### src/rtl/cpu_regfile_pkg.sv
// Shared constants and clear-sequencer state encoding for the register bank.
package cpu_regfile_pkg;

    localparam int WIDTH    = 16;
    localparam int ADDR_W   = 4;
    localparam int NUM_REGS = 16;

    typedef enum logic [1:0] {
        IDLE  = 2'd0,
        CLEAR = 2'd1,
        DONE  = 2'd2
    } state_e;

endpackage

### src/rtl/regfile_clr_seq.sv
// Bulk-clear sequencer: walks idx over all registers and emits a one-hot
// clear strobe, plus the registered write handshake and clear status.
module regfile_clr_seq
    import cpu_regfile_pkg::*;
(
    input  logic                clk,
    input  logic                reset,
    input  logic                clr_req,
    output logic                wr_ready,
    output logic                clr_busy,
    output logic                clr_done,
    output logic [NUM_REGS-1:0] clr_stb
);

    state_e              state_q, state_d;
    logic [ADDR_W-1:0]   idx_q, idx_d;
    logic                wr_ready_q, wr_ready_d;
    logic                clr_busy_q, clr_busy_d;
    logic                clr_done_q, clr_done_d;

    always_comb begin
        state_d = state_q;
        idx_d   = idx_q;
        unique case (state_q)
            IDLE: begin
                if (clr_req) begin
                    state_d = CLEAR;
                    idx_d   = '0;
                end
            end
            CLEAR: begin
                idx_d = idx_q + 1'b1;
                if (idx_q == {ADDR_W{1'b1}}) begin
                    state_d = DONE;
                end
            end
            DONE:    state_d = IDLE;
            default: state_d = IDLE;
        endcase
        // Status flops track the next state so they line up with state_q.
        wr_ready_d = (state_d == IDLE);
        clr_busy_d = (state_d != IDLE);
        clr_done_d = (state_d == DONE);
    end

    always_ff @(posedge clk or posedge reset) begin
        if (reset) begin
            state_q    <= IDLE;
            idx_q      <= '0;
            wr_ready_q <= 1'b1;
            clr_busy_q <= 1'b0;
            clr_done_q <= 1'b0;
        end else begin
            state_q    <= state_d;
            idx_q      <= idx_d;
            wr_ready_q <= wr_ready_d;
            clr_busy_q <= clr_busy_d;
            clr_done_q <= clr_done_d;
        end
    end

    always_comb begin
        clr_stb = '0;
        if (state_q == CLEAR) begin
            clr_stb[idx_q] = 1'b1;
        end
    end

    assign wr_ready = wr_ready_q;
    assign clr_busy = clr_busy_q;
    assign clr_done = clr_done_q;

endmodule

### src/rtl/reg_file_bank.sv
// Sixteen-entry register bank with dirty mask and sequenced bulk clear.
// Define REGFILE_R0_ZERO_EN to hardwire r0 to zero.
module reg_file_bank
    import cpu_regfile_pkg::*;
#(
    parameter int WIDTH  = cpu_regfile_pkg::WIDTH,
    parameter int ADDR_W = cpu_regfile_pkg::ADDR_W
) (
    input  logic              clk,
    input  logic              reset,
    input  logic              wr_en,
    input  logic [ADDR_W-1:0] wr_addr,
    input  logic [WIDTH-1:0]  wr_data,
    output logic              wr_ready,
    input  logic              clr_req,
    output logic              clr_busy,
    output logic              clr_done,
    output logic [15:0]       dirty,
    output logic [WIDTH-1:0]  r0,
    output logic [WIDTH-1:0]  r1,
    output logic [WIDTH-1:0]  r2,
    output logic [WIDTH-1:0]  r3,
    output logic [WIDTH-1:0]  r4,
    output logic [WIDTH-1:0]  r5,
    output logic [WIDTH-1:0]  r6,
    output logic [WIDTH-1:0]  r7,
    output logic [WIDTH-1:0]  r8,
    output logic [WIDTH-1:0]  r9,
    output logic [WIDTH-1:0]  r10,
    output logic [WIDTH-1:0]  r11,
    output logic [WIDTH-1:0]  r12,
    output logic [WIDTH-1:0]  r13,
    output logic [WIDTH-1:0]  r14,
    output logic [WIDTH-1:0]  r15
);

    logic [WIDTH-1:0]    regs_q [NUM_REGS];
    logic [WIDTH-1:0]    regs_d [NUM_REGS];
    logic [NUM_REGS-1:0] dirty_q, dirty_d;
    logic [NUM_REGS-1:0] clr_stb;

    regfile_clr_seq u_clr_seq (
        .clk      (clk),
        .reset    (reset),
        .clr_req  (clr_req),
        .wr_ready (wr_ready),
        .clr_busy (clr_busy),
        .clr_done (clr_done),
        .clr_stb  (clr_stb)
    );

    // Writes and clear strobes never overlap: wr_ready is low while clearing.
    always_comb begin
        regs_d  = regs_q;
        dirty_d = dirty_q;
        if (wr_en && wr_ready) begin
            regs_d[wr_addr]  = wr_data;
            dirty_d[wr_addr] = 1'b1;
        end
        for (int i = 0; i < NUM_REGS; i++) begin
            if (clr_stb[i]) begin
                regs_d[i]  = '0;
                dirty_d[i] = 1'b0;
            end
        end
`ifdef REGFILE_R0_ZERO_EN
        regs_d[0]  = '0;
        dirty_d[0] = 1'b0;
`endif
    end

    always_ff @(posedge clk or posedge reset) begin
        if (reset) begin
            for (int i = 0; i < NUM_REGS; i++) begin
                regs_q[i] <= '0;
            end
            dirty_q <= '0;
        end else begin
            regs_q  <= regs_d;
            dirty_q <= dirty_d;
        end
    end

    assign dirty = dirty_q;
    assign r0    = regs_q[0];
    assign r1    = regs_q[1];
    assign r2    = regs_q[2];
    assign r3    = regs_q[3];
    assign r4    = regs_q[4];
    assign r5    = regs_q[5];
    assign r6    = regs_q[6];
    assign r7    = regs_q[7];
    assign r8    = regs_q[8];
    assign r9    = regs_q[9];
    assign r10   = regs_q[10];
    assign r11   = regs_q[11];
    assign r12   = regs_q[12];
    assign r13   = regs_q[13];
    assign r14   = regs_q[14];
    assign r15   = regs_q[15];

endmodule

### config.mk
export PLATFORM = sky130hd
export DESIGN_NAME = reg_file_bank
export DESIGN_NICKNAME = d
export VERILOG_FILES = /design/src/rtl/cpu_regfile_pkg.sv /design/src/rtl/regfile_clr_seq.sv /design/src/rtl/reg_file_bank.sv
export SDC_FILE = /design/constraint.sdc
export NUM_CORES = 1
export LEC_CHECK = 0
export BUFFER_PORTS_ARGS = -buffer_cell sky130_fd_sc_hd__buf_2
export CORE_MARGIN = 4
export CORE_UTILIZATION = 55
export CTS_CLUSTER_SIZE = 14
export DETAILED_ROUTE_END_ITERATION = 10
export PLACE_DENSITY = 0.77
export SETUP_SLACK_MARGIN = 0.1
export SYNTH_ARGS = -nofsm -noshare
export SYNTH_HDL_FRONTEND = slang
export SYNTH_HIERARCHICAL = 1
export SYNTH_SLANG_ARGS = --single-unit
### constraint.sdc
create_clock -name clk -period 25.6 [get_ports clk]
set_input_delay 5.12 -clock clk [delete_from_list [all_inputs] [get_ports clk]]
set_output_delay 5.12 -clock clk [all_outputs]
set_load 0.02 [all_outputs]
# Word level (Yosys, flattened, before mapping)
# Index checks and enable logic that the tools add are counted.
# classes
reduce_logical,25
eq_ne,4
n_bitwise,2
order_cmp,6
n_mux,47
add_sub_neg,1
# ops
op,n
$mux W16,19
$bwmux W256,1
$mux W256,1
$demux W16 S4,1
$reduce_bool A2 Y1,18
$mux W1,18
$or A16 B16 Y16,1
$lt A4 B5 Y1 const B,2
$demux W1 S4,2
$ge A4 B1 Y1 const B,2
$pmux W4 S2,1
$ge A5 B5 Y1 const B,1
$lt A5 B1 Y1 const B,1
$not A4 Y5,1
$add A4 B1 Y4 const B,1
$eq A4 B4 Y1 const B,1
$logic_and A1 B1 Y1,4
$logic_not A2 Y1,2
$mux W2,2
$mux W4,1
$pmux W2 S2,1
$eq A2 B1 Y1 const B,1
$eq A2 B2 Y1 const B,1
$ne A2 B2 Y1 const B,1
$reduce_and A2 Y1,1
# totals
regBits,281
output_inout_bits,275
word_cells,122
inputBits,24

# Logic depth before layout (Yosys ltp)
# Gate-level depths: netlist of the first run.
# logic_depth
word_depth,8
ltp_mapped,7
ltp_nobuf,6

# Hierarchy
# Netlist of the first run, hierarchy kept.
# by_module_without_submodules
module,seq_area_each_um2,n_inst,area_each_um2,cells_per_inst
reg_file_bank,6806.5,1,13563.0,1167
regfile_clr_seq,226.5,1,536.8,59

# Worst setup path after synthesis of the first run
# OpenSTA, ideal clock, no wires.
# synth_path
kind,input-to-reg
startpoint,input port wr_addr[1]
endpoint,"register regs_q, in the netlist r0[0]"
n_path_buf,3
setup_ps,79
path_slack_ps,19469
required_time_ps,25521
stages,6
arrival_time_ps,6052
cell_sequence,nand4bb_1 > buf_6 > nor3_2 > buf_6 > buf_12 > mux2i_1
# synth_between
elab_chain_len,8
elab_cells_between_ends,9
cone_classes,order compare (2); mux (5); bitwise (1); reduce/logical (1)
# synth_lines
element,line,text
from (decl),reg_file_bank.sv:12,"input logic [ADDR_W-1:0] wr_addr,"
$not A4 Y5 (not written as such) *,reg_file_bank.sv:57,regs_d[wr_addr] = wr_data;
$ge A5 B5 Y1 (not written as such) / $lt A5 B1 Y1 (equally long branches),reg_file_bank.sv:57,
$logic_and A1 B1 Y1 (not written as such),reg_file_bank.sv:57,
$mux W16 (not written as such),reg_file_bank.sv:57,
$demux W16 S4 *,reg_file_bank.sv:57,
$bwmux W256 *,reg_file_bank.sv:57,
$mux W256 *,reg_file_bank.sv:56,if (wr_en && wr_ready) begin
$mux W16 *,reg_file_bank.sv:61,if (clr_stb[i]) begin
to (signal assigned),reg_file_bank.sv:79,regs_q <= regs_d;
to (decl),reg_file_bank.sv:37,logic [WIDTH-1:0] regs_q [NUM_REGS];
# Every way passes the cells marked *; elsewhere a longest branch is shown, timed or not. The select of a mux whose other input is x is not followed.
# A chain may end at the register's enable or synchronous reset.

# Worst setup path in the final report of the first run
# layout_path
startpoint,input port wr_addr[1]
endpoint,"register regs_q, in the netlist r0[8]"
# The elaborated chain is that of the path after synthesis.

==> flow_results.xml, run 1 <==
<?xml version="1.0" encoding="UTF-8"?>
<metrics>
  <group name="run_status">
    <metric name="run_status" unit="">completed</metric>
  </group>
  <group name="yosys">
    <metric name="synthDominantCellAreaShare" unit="%">49.7</metric>
    <metric name="synth_seq_area_share" unit="%">49.9</metric>
    <metric name="synthesis.nets" unit="">1254</metric>
    <metric name="synth_cells" unit="">1226</metric>
    <metric name="synth.lib_cells_used.distinct" unit="">31</metric>
    <metric name="synth.yosys.warnings" unit="">6</metric>
    <metric name="synth_async_sr_flop_share" unit="%">100</metric>
    <metric name="postSynthRegisterBits" unit="">281</metric>
    <metric name="synth_enable_flop_cells" unit="">0</metric>
    <metric name="syn-mean-instance-area" unit="sq um">11.5</metric>
    <metric name="ys_top_cells_by_count" unit="">sky130_fd_sc_hd__nand2b_1 (518), sky130_fd_sc_hd__dfrtp_1 (280), sky130_fd_sc_hd__mux2i_1 (257)</metric>
    <metric name="synth_flop_cell" unit="">sky130_fd_sc_hd__dfrtp_1</metric>
    <metric name="synthTopCellsByArea" unit="">sky130_fd_sc_hd__dfrtp_1 (50%), sky130_fd_sc_hd__nand2b_1 (23%), sky130_fd_sc_hd__mux2i_1 (18%)</metric>
    <metric name="cell_type_contributing_the_most_total_cell_area_after_synthesis" unit="">sky130_fd_sc_hd__dfrtp_1</metric>
    <metric name="synthMostInstantiatedCell" unit="">sky130_fd_sc_hd__nand2b_1</metric>
    <metric name="post_synth_instance_area" unit="sq um">14100</metric>
  </group>
  <group name="clock_tree">
    <metric name="clock_tree.buffer_depth" unit="">3</metric>
    <metric name="cts_repair_resize_count" unit="">0</metric>
    <metric name="worst_setup_hold_path_clk_slew" unit="ns">0.06</metric>
    <metric name="cts.root.buffer_cell" unit="">sky130_fd_sc_hd__clkbuf_16</metric>
    <metric name="cts_max_level" unit="">1</metric>
    <metric name="post_cts_hold_buffer_count" unit="">0</metric>
    <metric name="clock-sinks" unit="">281</metric>
    <metric name="clock_latency" unit="ns">0.56</metric>
    <metric name="cts_tree" unit="">done</metric>
    <metric name="cts_setup_buffers" unit="">0</metric>
    <metric name="cts_inserted_buffers" unit="">31</metric>
  </group>
  <group name="hold_path">
    <metric name="min-delay-path-class" unit="">reg -&gt; reg</metric>
  </group>
  <group name="critical_path">
    <metric name="timing.critical_path.to_type" unit="">flop</metric>
    <metric name="worstSetupPathType" unit="">in -&gt; reg</metric>
    <metric name="arrival" unit="ns">7.33</metric>
    <metric name="cp.required" unit="ns">26.06</metric>
    <metric name="critical_path.startpoint_type" unit="">input pin</metric>
    <metric name="crit_path_max_fanout" unit="">17</metric>
    <metric name="ff2ff_setup_slack" unit="ns">22.85</metric>
  </group>
  <group name="floorplanning">
    <metric name="fp.dieH" unit="um">168</metric>
    <metric name="boundaryPins" unit="">299</metric>
    <metric name="std_cell_rows" unit="">58</metric>
    <metric name="initial_core_util" unit="%">56.0</metric>
    <metric name="core_area" unit="sq um">25200</metric>
    <metric name="die_width" unit="um">168</metric>
    <metric name="die_area" unit="sq um">28300</metric>
  </group>
  <group name="finish">
    <metric name="area_growth" unit="%">18.4</metric>
    <metric name="number_of_nets_in_the_layout" unit="">1515</metric>
    <metric name="fill_cells" unit="">2001</metric>
    <metric name="drive_gt1_share" unit="%">27.3</metric>
    <metric name="antenna_cells" unit="">0</metric>
  </group>
  <group name="sta">
    <metric name="achievable-frequency" unit="MHz">146</metric>
    <metric name="timing.max_slew.rel_slack" unit="%">25.1</metric>
    <metric name="finalSetupTns" unit="ns">0</metric>
    <metric name="hold_viol_final" unit="">0</metric>
    <metric name="grt_setup_unrepaired" unit="">false</metric>
    <metric name="setup_violations" unit="">0</metric>
    <metric name="skew" unit="ns">0.0188</metric>
    <metric name="fin_crit" unit="ns">6.87</metric>
    <metric name="fin_ws" unit="ns">18.73</metric>
    <metric name="worst_max_slew_pin_slew" unit="ns">1.12</metric>
    <metric name="final_max_slew_viol_count" unit="">0</metric>
    <metric name="final.period_utilization" unit="%">26.8</metric>
  </group>
  <group name="global_route">
    <metric name="number_of_global_route_vias_before_repair" unit="">9484</metric>
    <metric name="initial_antenna_violation_count" unit="">2</metric>
    <metric name="grt_max_degree" unit="">122</metric>
    <metric name="first_pass_grt_wire_length" unit="mm">57.5</metric>
    <metric name="track_usage" unit="%">25.7</metric>
    <metric name="gr-total-overflow" unit="">0</metric>
  </group>
  <group name="placed_design">
    <metric name="gpl.final_weighted_congestion" unit="">0.764</metric>
    <metric name="io_buffer_count" unit="">298</metric>
    <metric name="detailedPlace.worstSlack" unit="ns">18.13</metric>
    <metric name="placed_wire_length_estimate_after_detailed_placement" unit="mm">23.6</metric>
  </group>
  <group name="power">
    <metric name="p_leak" unit="nW">8.10</metric>
    <metric name="share_clk_of_total_power" unit="%">22.1</metric>
    <metric name="p_switching" unit="W">0.000820</metric>
    <metric name="share_seq_of_total_power" unit="%">36.8</metric>
    <metric name="swShare" unit="%">40.1</metric>
    <metric name="part_of_the_power_in_combinational_logic" unit="%">41.2</metric>
    <metric name="vdd.ir_drop.worst" unit="V">0.0000724</metric>
    <metric name="cellPowerDensity" unit="nW/um^2">122</metric>
    <metric name="p_int" unit="W">0.00122</metric>
  </group>
  <group name="run">
    <metric name="drv_cap" unit="">0</metric>
  </group>
  <group name="routing">
    <metric name="vias" unit="">9548</metric>
    <metric name="drt-pass1-iter-count" unit="">5</metric>
    <metric name="routed_length_per_instance" unit="um">20.1</metric>
    <metric name="dr.first_iter.drc_count" unit="">696</metric>
    <metric name="wl" unit="mm">37.1</metric>
    <metric name="drt_drc_violations_left" unit="">0</metric>
    <metric name="ant_nets" unit="">0</metric>
    <metric name="routed_via_density" unit="">5.19</metric>
  </group>
</metrics>
through the flow:
step	total power [W]	instance area [sq um]	instances	utilization, %	hold slack [ns]
global placement	0.00157	15700	1784	62.2	0.484
global route	0.00216	16700	1841	66.3	0.510
CTS	0.00206	16700	1841	66.3	0.502
finish	0.00204	16700	1841	66.3	0.497
floorplan	0.00129	14100	1226	-	0.519
detailed placement	0.00160	15700	1784	62.2	0.489
routing by layer:
| metal | GRT usage [%] | share of wire, % | vias to the layer above |
|---|---|---|---|
| met2 | 42.3 | 48 | 254 |
| met5 | 0 | 0.10 | - |
| met1 | 35.1 | 43 | 4748 |
| met4 | 5.75 | 1.9 | 4 |
| met3 | 5.82 | 6.4 | 60 |
| li1 | - | - | 4482 |
power by group through the flow:
stage / clock, W / sequential, W / combinational [W]
4_1_cts: 0.000457 / 0.000750 / 0.000849
5_1_grt: 0.000477 / 0.000774 / 0.000911
3_5_place_dp: 0 / 0.000752 / 0.000846
6_report: 0.000451 / 0.000751 / 0.000841
2_1_floorplan: 0 / 0.000960 / 0.000330
3_3_place_gp: 0 / 0.000753 / 0.000821
cell families after synthesis:
family / count (synthesis) / synth area share [%]
fa+ha+maj: 4 / 0.355
buf+inv: 94 / 3.83
flops: 281 / 49.9
compound gates: 22 / 1.47
mux: 257 / 18.2
simple gates: 568 / 26.2
path summary, 6_finish.rpt:
| kind | start | end | cells past startpoint |
|---|---|---|---|
| min in group asynchronous | reset | u_clr_seq/clr_busy$_DFF_PP0_ | 2 |
| worst min-delay path | dirty[1]$_DFFE_PP0P_ | dirty[1]$_DFFE_PP0P_ | 1 |
| worst max register to register | u_clr_seq/wr_ready$_DFF_PP1_ | r0[8]$_DFFE_PP0P_ | 3 |
| worst max-delay path | wr_addr[1] | r0[8]$_DFFE_PP0P_ | 4 |
| worst min register to register | dirty[1]$_DFFE_PP0P_ | dirty[1]$_DFFE_PP0P_ | 1 |
| max in group asynchronous | reset | r3[5]$_DFFE_PP0P_ | 3 |
cells in the final DEF (no fill, tap or decap), types with 7 or more instances in the layout:
master and n:
sky130_fd_sc_hd__nand2b_1 518, sky130_fd_sc_hd__buf_2 298, sky130_fd_sc_hd__dfrtp_1 280, sky130_fd_sc_hd__clkbuf_16 31
sky130_fd_sc_hd__mux2i_1 257, sky130_fd_sc_hd__o21ba_2 14, sky130_fd_sc_hd__nor2_4 7, sky130_fd_sc_hd__clkbuf_8 10
sky130_fd_sc_hd__nor2_1 14, sky130_fd_sc_hd__clkbuf_1 7, sky130_fd_sc_hd__buf_4 19
critical path, cell delays in order:
cell and delay (ns):
sky130_fd_sc_hd__buf_2 0.15, sky130_fd_sc_hd__nand4bb_1 0.72, sky130_fd_sc_hd__nor3_4 1.05, sky130_fd_sc_hd__mux2i_1 0.28
area by class of cell:
cell class	count	area [sq um]	area share (%)
flip-flops and latches	281	7030	42.1
repair buffers	317	1630	9.79
well taps	330	413	2.47
inverters	5	26.3	0.157
multi-input cells	851	6550	39.2
clock inverters	9	101	0.607
clock buffers	48	940	5.63
Power figures use the tool's default switching activity.
==> inputs of run 2 (changes only) <==
- clock period: 25.6 -> 6.5 ns (I/O delays scaled with it)
==> run 2 against run 1 <==
Non-clock buffer count did not move. Die area did not move. Critical path depth did not move. Clock skew fell by 0.0050 ns. Design area fell by 0.50%. Final cell count fell by 0.11%. First-iteration DRC count fell by 2.7%. Setup slack got worse by 15 ns. Global-route usage rose by 0.090 points. Largest power group unchanged. Count of clock-buffer cells in the layout fell by 6.
==> flow_results.xml, run 2 (synthesis gave the netlist of run 1 again) <==
<?xml version="1.0" encoding="UTF-8"?>
<metrics>
  <group name="power">
    <metric name="cellPowerDensity" unit="nW/um^2">475</metric>
    <metric name="swShare" unit="%">40.7</metric>
    <metric name="share_clk_of_total_power" unit="%">20.6</metric>
    <metric name="part_of_the_power_in_combinational_logic" unit="%">42.3</metric>
    <metric name="p_switching" unit="W">0.00321</metric>
    <metric name="p_leak" unit="nW">8.05</metric>
    <metric name="p_int" unit="W">0.00468</metric>
    <metric name="share_seq_of_total_power" unit="%">37.1</metric>
    <metric name="vdd.ir_drop.worst" unit="V">0.000289</metric>
  </group>
  <group name="routing">
    <metric name="ant_nets" unit="">0</metric>
    <metric name="routed_via_density" unit="">5.26</metric>
    <metric name="drt_drc_violations_left" unit="">0</metric>
    <metric name="dr.first_iter.drc_count" unit="">677</metric>
    <metric name="drt-pass1-iter-count" unit="">5</metric>
    <metric name="vias" unit="">9665</metric>
    <metric name="routed_length_per_instance" unit="um">20.0</metric>
    <metric name="wl" unit="mm">36.9</metric>
  </group>
  <group name="global_route">
    <metric name="number_of_global_route_vias_before_repair" unit="">9684</metric>
    <metric name="gr-total-overflow" unit="">0</metric>
    <metric name="initial_antenna_violation_count" unit="">2</metric>
    <metric name="grt_max_degree" unit="">143</metric>
    <metric name="first_pass_grt_wire_length" unit="mm">57.5</metric>
    <metric name="track_usage" unit="%">25.7</metric>
  </group>
  <group name="critical_path">
    <metric name="cp.required" unit="ns">6.96</metric>
    <metric name="critical-path-max-stage-delay" unit="ns">0.78</metric>
    <metric name="r2r_cells" unit="">3</metric>
    <metric name="timing.critical_path.to_type" unit="">flop</metric>
    <metric name="crit_path_max_fanout" unit="">17</metric>
    <metric name="worstSetupPathDepth" unit="">4</metric>
    <metric name="critical_path.startpoint_type" unit="">input pin</metric>
    <metric name="critPathTopFamily" unit="">simple AND/OR/NAND/NOR gates</metric>
    <metric name="critPathSlowestCell" unit="">sky130_fd_sc_hd__nor2_4</metric>
    <metric name="crit_path_cell_trace" unit="">buf_2 &gt; nand4bb_1 &gt; nor2_4 &gt; mux2i_1</metric>
    <metric name="worst-path-buf-inv" unit="">1</metric>
    <metric name="worstSetupPathType" unit="">in -&gt; reg</metric>
    <metric name="arrival" unit="ns">3.21</metric>
  </group>
  <group name="run">
    <metric name="drv_cap" unit="">0</metric>
  </group>
  <group name="run_status">
    <metric name="run_status" unit="">completed</metric>
  </group>
  <group name="floorplanning">
    <metric name="die_width" unit="um">168</metric>
    <metric name="initial_core_util" unit="%">56.0</metric>
    <metric name="die_area" unit="sq um">28300</metric>
    <metric name="std_cell_rows" unit="">58</metric>
    <metric name="core_area" unit="sq um">25200</metric>
    <metric name="boundaryPins" unit="">299</metric>
    <metric name="fp.dieH" unit="um">168</metric>
  </group>
  <group name="finish">
    <metric name="fin_cells" unit="">1839</metric>
    <metric name="number_of_nets_in_the_layout" unit="">1514</metric>
    <metric name="layout.cells.most_common" unit="">sky130_fd_sc_hd__nand2b_1</metric>
    <metric name="area_growth" unit="%">17.8</metric>
    <metric name="fill_cells" unit="">1967</metric>
    <metric name="final-seq-area" unit="sq um">7030</metric>
    <metric name="most-common-layout-cells" unit="">sky130_fd_sc_hd__nand2b_1 (518), sky130_fd_sc_hd__buf_2 (298), sky130_fd_sc_hd__dfrtp_1 (280), sky130_fd_sc_hd__mux2i_1 (257), sky130_fd_sc_hd__clkbuf_16 (31)</metric>
    <metric name="multi_input_comb_area" unit="sq um">6550</metric>
    <metric name="drive_gt1_share" unit="%">27.2</metric>
  </group>
  <group name="hold_path">
    <metric name="min_delay_path_depth" unit="">1</metric>
    <metric name="min-delay-path-class" unit="">reg -&gt; reg</metric>
  </group>
  <group name="clock_tree">
    <metric name="cts_repair_resize_count" unit="">0</metric>
    <metric name="post_cts_hold_buffer_count" unit="">0</metric>
    <metric name="clock_latency" unit="ns">0.55</metric>
    <metric name="cts_max_level" unit="">1</metric>
    <metric name="cts_inserted_buffers" unit="">30</metric>
    <metric name="cts.root.buffer_cell" unit="">sky130_fd_sc_hd__clkbuf_16</metric>
    <metric name="cts_tree" unit="">done</metric>
    <metric name="clock_tree.buffer_depth" unit="">3</metric>
    <metric name="clock-sinks" unit="">281</metric>
    <metric name="cts_setup_buffers" unit="">0</metric>
    <metric name="worst_setup_hold_path_clk_slew" unit="ns">0.06</metric>
  </group>
  <group name="sta">
    <metric name="setup_violations" unit="">0</metric>
    <metric name="final.period_utilization" unit="%">42.3</metric>
    <metric name="hold_viol_final" unit="">0</metric>
    <metric name="finalSetupTns" unit="ns">0</metric>
    <metric name="achievable-frequency" unit="MHz">364</metric>
    <metric name="grt_setup_unrepaired" unit="">false</metric>
    <metric name="final_max_slew_viol_count" unit="">0</metric>
    <metric name="worst_max_slew_pin_slew" unit="ns">1.09</metric>
    <metric name="timing.max_slew.rel_slack" unit="%">27.0</metric>
    <metric name="fin_crit" unit="ns">2.75</metric>
    <metric name="skew" unit="ns">0.0137</metric>
  </group>
  <group name="placed_design">
    <metric name="io_buffer_count" unit="">298</metric>
    <metric name="place_inst" unit="">1784</metric>
    <metric name="gpl.final_weighted_congestion" unit="">0.826</metric>
    <metric name="placed_wire_length_estimate_after_detailed_placement" unit="mm">23.3</metric>
  </group>
</metrics>
run 2: cell count changes in the layout (fill, tap and decap cells not counted), moves of 2 or more:
| cell | before | now |
|---|---|---|
| sky130_fd_sc_hd__buf_12 | 0 | 2 |
| sky130_fd_sc_hd__buf_4 | 19 | 17 |
| sky130_fd_sc_hd__bufinv_16 | 2 | 0 |
| sky130_fd_sc_hd__clkbuf_8 | 10 | 5 |
| sky130_fd_sc_hd__clkinv_2 | 5 | 10 |
run 2: final timing paths:
kind                                                     end  slack, ns                    startpoint
worst max-delay path                      r12[6]$_DFFE_PP0P_       3.75                    wr_addr[1]
worst min-delay path                    dirty[2]$_DFFE_PP0P_       0.49          dirty[2]$_DFFE_PP0P_
worst max register to register            r12[6]$_DFFE_PP0P_       4.04  u_clr_seq/wr_ready$_DFF_PP1_
worst min register to register          dirty[2]$_DFFE_PP0P_       0.49          dirty[2]$_DFFE_PP0P_
max in group asynchronous                  r2[4]$_DFFE_PP0P_       4.91                         reset
min in group asynchronous       u_clr_seq/clr_busy$_DFF_PP0_       0.74                         reset
run 2: worst reg2reg max path, cell delays in order (launching register included):
cell,delay (ns)
sky130_fd_sc_hd__dfstp_2,0.65
sky130_fd_sc_hd__nand4bb_1,0.66
sky130_fd_sc_hd__nor2_4,0.79
sky130_fd_sc_hd__mux2i_1,0.26
run 2: final cells by class:
| type | count | area share (%) |
|---|---|---|
| diodes | 1 | 0.0151 |
| clock buffers | 42 | 5.22 |
| clock inverters | 12 | 0.399 |
| inverters | 5 | 0.136 |
| multi-input cells | 851 | 39.4 |
| flip-flops and latches | 281 | 42.3 |
| well taps | 330 | 2.49 |
| repair buffers | 317 | 9.99 |
run 2: power groups by stage:
stage / Combinational, W / Clock [W] / Sequential, W
after floorplan: 0.00130 / 0 / 0.00378
after global placement: 0.00326 / 0 / 0.00293
after detailed placement: 0.00336 / 0 / 0.00294
after CTS: 0.00337 / 0.00166 / 0.00293
after global routing: 0.00361 / 0.00173 / 0.00302
final: 0.00334 / 0.00163 / 0.00293
run 2: per-layer routing:
layer	up-vias	wire, um	track usage (%)	part of all wire (%)
li1	4483	-	-	-
met1	4841	15900	35.2	43
met2	263	17500	41.6	47
met3	76	2310	5.26	6.3
met4	2	1170	8.36	3.2
met5	-	11	0	0.030
run 2: stage by stage:
step                util [%]  power (W)  cell area (sq um)  hold slack, ns  worst slack [ns]
finish                  66.0    0.00789              16600           0.494              3.75
global route            66.0    0.00836              16600           0.519              3.67
CTS                     65.9    0.00795              16600           0.500              3.74
detailed placement      62.2    0.00629              15700           0.486              3.17
global placement        62.2    0.00619              15700           0.478              3.20
floorplan                  -    0.00508              14100           0.519              1.60
==> inputs of run 3 (changes only) <==
- clock period: 6.5 -> 2.7 ns (I/O delays scaled with it)
==> run 3 against run 2 <==
Power up 150%. Sequential cell count unchanged. Global-route usage up 0.22 points. Setup slack got worse by 3.0 ns. Combinational power grew 140%. Sequential share of layout area decreased by 0.68 points. Clock skew fell by 0.0027 ns. Critical endpoint is now wr_ready. Core utilization increased by 1.1 points. Design area rose by 1.6%. Die area is the same.
==> flow_results.xml, run 3 (synthesis gave the netlist of run 1 again) <==
<?xml version="1.0" encoding="UTF-8"?>
<metrics>
  <group name="critical_path">
    <metric name="critical-path-max-stage-delay" unit="ns">0.63</metric>
    <metric name="cp.required" unit="ns">2.16</metric>
    <metric name="timing.critical_path.to_type" unit="">output port</metric>
    <metric name="critical_path.startpoint_type" unit="">flop</metric>
    <metric name="crit_path_max_fanout" unit="">5</metric>
    <metric name="crit_path_cell_trace" unit="">buf_2</metric>
    <metric name="critPathTopFamily" unit="">flip-flops</metric>
    <metric name="arrival" unit="ns">1.39</metric>
    <metric name="worstSetupPathType" unit="">reg -&gt; out</metric>
    <metric name="worst-path-buf-inv" unit="">1</metric>
    <metric name="critPathSlowestCell" unit="">sky130_fd_sc_hd__dfstp_2</metric>
  </group>
  <group name="sta">
    <metric name="achievable-frequency" unit="MHz">519</metric>
    <metric name="grt_setup_unrepaired" unit="">false</metric>
    <metric name="final_max_slew_viol_count" unit="">0</metric>
    <metric name="timing.max_slew.rel_slack" unit="%">53.3</metric>
    <metric name="hold_viol_final" unit="">0</metric>
    <metric name="fin_crit" unit="ns">1.93</metric>
    <metric name="setup_violations" unit="">0</metric>
    <metric name="worst_max_slew_pin_slew" unit="ns">0.700</metric>
    <metric name="final.period_utilization" unit="%">71.3</metric>
    <metric name="skew" unit="ns">0.0111</metric>
    <metric name="fin_ws" unit="ns">0.774</metric>
  </group>
  <group name="finish">
    <metric name="fin_cells" unit="">1854</metric>
    <metric name="fill_cells" unit="">1924</metric>
    <metric name="most-common-layout-cells" unit="">sky130_fd_sc_hd__nand2b_1 (518), sky130_fd_sc_hd__buf_2 (298), sky130_fd_sc_hd__dfrtp_1 (280), sky130_fd_sc_hd__mux2i_1 (257), sky130_fd_sc_hd__clkbuf_16 (29)</metric>
    <metric name="final-seq-area" unit="sq um">7030</metric>
    <metric name="number_of_nets_in_the_layout" unit="">1528</metric>
    <metric name="drive_gt1_share" unit="%">28.0</metric>
    <metric name="layout.cells.most_common" unit="">sky130_fd_sc_hd__nand2b_1</metric>
    <metric name="area_growth" unit="%">19.7</metric>
    <metric name="multi_input_comb_area" unit="sq um">6550</metric>
  </group>
  <group name="placed_design">
    <metric name="placed_wire_length_estimate_after_detailed_placement" unit="mm">24.2</metric>
    <metric name="place_inst" unit="">1798</metric>
    <metric name="io_buffer_count" unit="">298</metric>
    <metric name="gpl.final_weighted_congestion" unit="">0.810</metric>
    <metric name="detailedPlace.worstSlack" unit="ns">0.611</metric>
  </group>
  <group name="floorplanning">
    <metric name="initial_core_util" unit="%">56.0</metric>
    <metric name="std_cell_rows" unit="">58</metric>
    <metric name="fp.dieH" unit="um">168</metric>
    <metric name="die_width" unit="um">168</metric>
    <metric name="core_area" unit="sq um">25200</metric>
    <metric name="die_area" unit="sq um">28300</metric>
    <metric name="boundaryPins" unit="">299</metric>
  </group>
  <group name="global_route">
    <metric name="number_of_global_route_vias_before_repair" unit="">9913</metric>
    <metric name="grt_max_degree" unit="">93</metric>
    <metric name="first_pass_grt_wire_length" unit="mm">58.4</metric>
    <metric name="track_usage" unit="%">26.0</metric>
    <metric name="initial_antenna_violation_count" unit="">1</metric>
    <metric name="gr-total-overflow" unit="">0</metric>
  </group>
  <group name="routing">
    <metric name="drt-pass1-iter-count" unit="">4</metric>
    <metric name="routed_via_density" unit="">5.25</metric>
    <metric name="wl" unit="mm">37.3</metric>
    <metric name="vias" unit="">9730</metric>
    <metric name="routed_length_per_instance" unit="um">20.1</metric>
    <metric name="drt_drc_violations_left" unit="">0</metric>
    <metric name="dr.first_iter.drc_count" unit="">760</metric>
    <metric name="ant_nets" unit="">0</metric>
  </group>
  <group name="run_status">
    <metric name="run_status" unit="">completed</metric>
  </group>
  <group name="clock_tree">
    <metric name="cts_inserted_buffers" unit="">29</metric>
    <metric name="worst_setup_hold_path_clk_slew" unit="ns">0.06</metric>
    <metric name="cts_max_level" unit="">1</metric>
    <metric name="clock-sinks" unit="">281</metric>
    <metric name="cts.root.buffer_cell" unit="">sky130_fd_sc_hd__clkbuf_16</metric>
    <metric name="clock_tree.buffer_depth" unit="">3</metric>
    <metric name="cts_tree" unit="">done</metric>
    <metric name="clock_latency" unit="ns">0.54</metric>
    <metric name="cts_setup_buffers" unit="">0</metric>
  </group>
  <group name="power">
    <metric name="vdd.ir_drop.worst" unit="V">0.000614</metric>
    <metric name="p_leak" unit="nW">8.19</metric>
    <metric name="part_of_the_power_in_combinational_logic" unit="%">41.0</metric>
    <metric name="cellPowerDensity" unit="nW/um^2">1160</metric>
    <metric name="share_clk_of_total_power" unit="%">22.6</metric>
    <metric name="p_switching" unit="W">0.00778</metric>
    <metric name="p_int" unit="W">0.0117</metric>
    <metric name="share_seq_of_total_power" unit="%">36.4</metric>
    <metric name="swShare" unit="%">39.8</metric>
  </group>
  <group name="run">
    <metric name="drv_cap" unit="">0</metric>
  </group>
  <group name="hold_path">
    <metric name="min-delay-path-class" unit="">in -&gt; reg</metric>
  </group>
</metrics>
run 3: layout make-up:
class	count	area share, %
clock inverters	15	1.36
well taps	330	2.45
multi-input cells	851	38.8
diodes	2	0.0296
clock buffers	38	4.86
repair buffers	332	10.7
flip-flops and latches	281	41.7
inverters	5	0.133
run 3: power groups by stage:
stage,sequential (W),combinational (W),clock [W]
floorplan,0.00911,0.00313,0
global placement,0.00710,0.00781,0
detailed placement,0.00712,0.00807,0
CTS,0.00710,0.00809,0.00448
global route,0.00732,0.00867,0.00465
finish,0.00711,0.00801,0.00440
run 3: final timing paths:
kind,startpoint,endpoint,slack (ns),depth (start not counted)
setup reg to reg,u_clr_seq/wr_ready$_DFF_PP1_,r13[6]$_DFFE_PP0P_,0.86,3
max in group asynchronous,reset,r0[7]$_DFFE_PP0P_,1.22,5
hold / removal,clr_req,u_clr_seq/wr_ready$_DFF_PP1_,0.22,2
hold reg to reg,dirty[1]$_DFFE_PP0P_,dirty[1]$_DFFE_PP0P_,0.50,1
setup / recovery,u_clr_seq/wr_ready$_DFF_PP1_,wr_ready,0.77,1
min in group asynchronous,reset,u_clr_seq/state_q[1]$_DFF_PP0_,0.59,3
run 3: timing repair:
action / CTS / global route
hold endpoints to repair: 8 / 0
hold buffers: 1 / 0
resized for setup: 0 / 0
run 3: through the flow:
step	setup TNS, ns	area, sq um	utilization, %	hold slack [ns]	power, W
after CTS	0	16900	67.0	0.195	0.0197
after global placement	0	15800	62.8	0.479	0.0149
after detailed placement	0	15800	62.8	0.489	0.0152
final	0	16900	67.0	0.219	0.0195
after floorplan	-390.43	14100	-	0.367	0.0122
after global routing	0	16900	67.0	0.214	0.0206
run 3: metal layers:
layer | wire length [um] | vias to the layer above | track usage (%)
li1 | - | 4507 | -
met1 | 15400 | 4867 | 34.3
met2 | 18200 | 285 | 43.5
met3 | 2610 | 71 | 5.92
met4 | 1020 | 0 | 6.92
met5 | 0 | - | 0
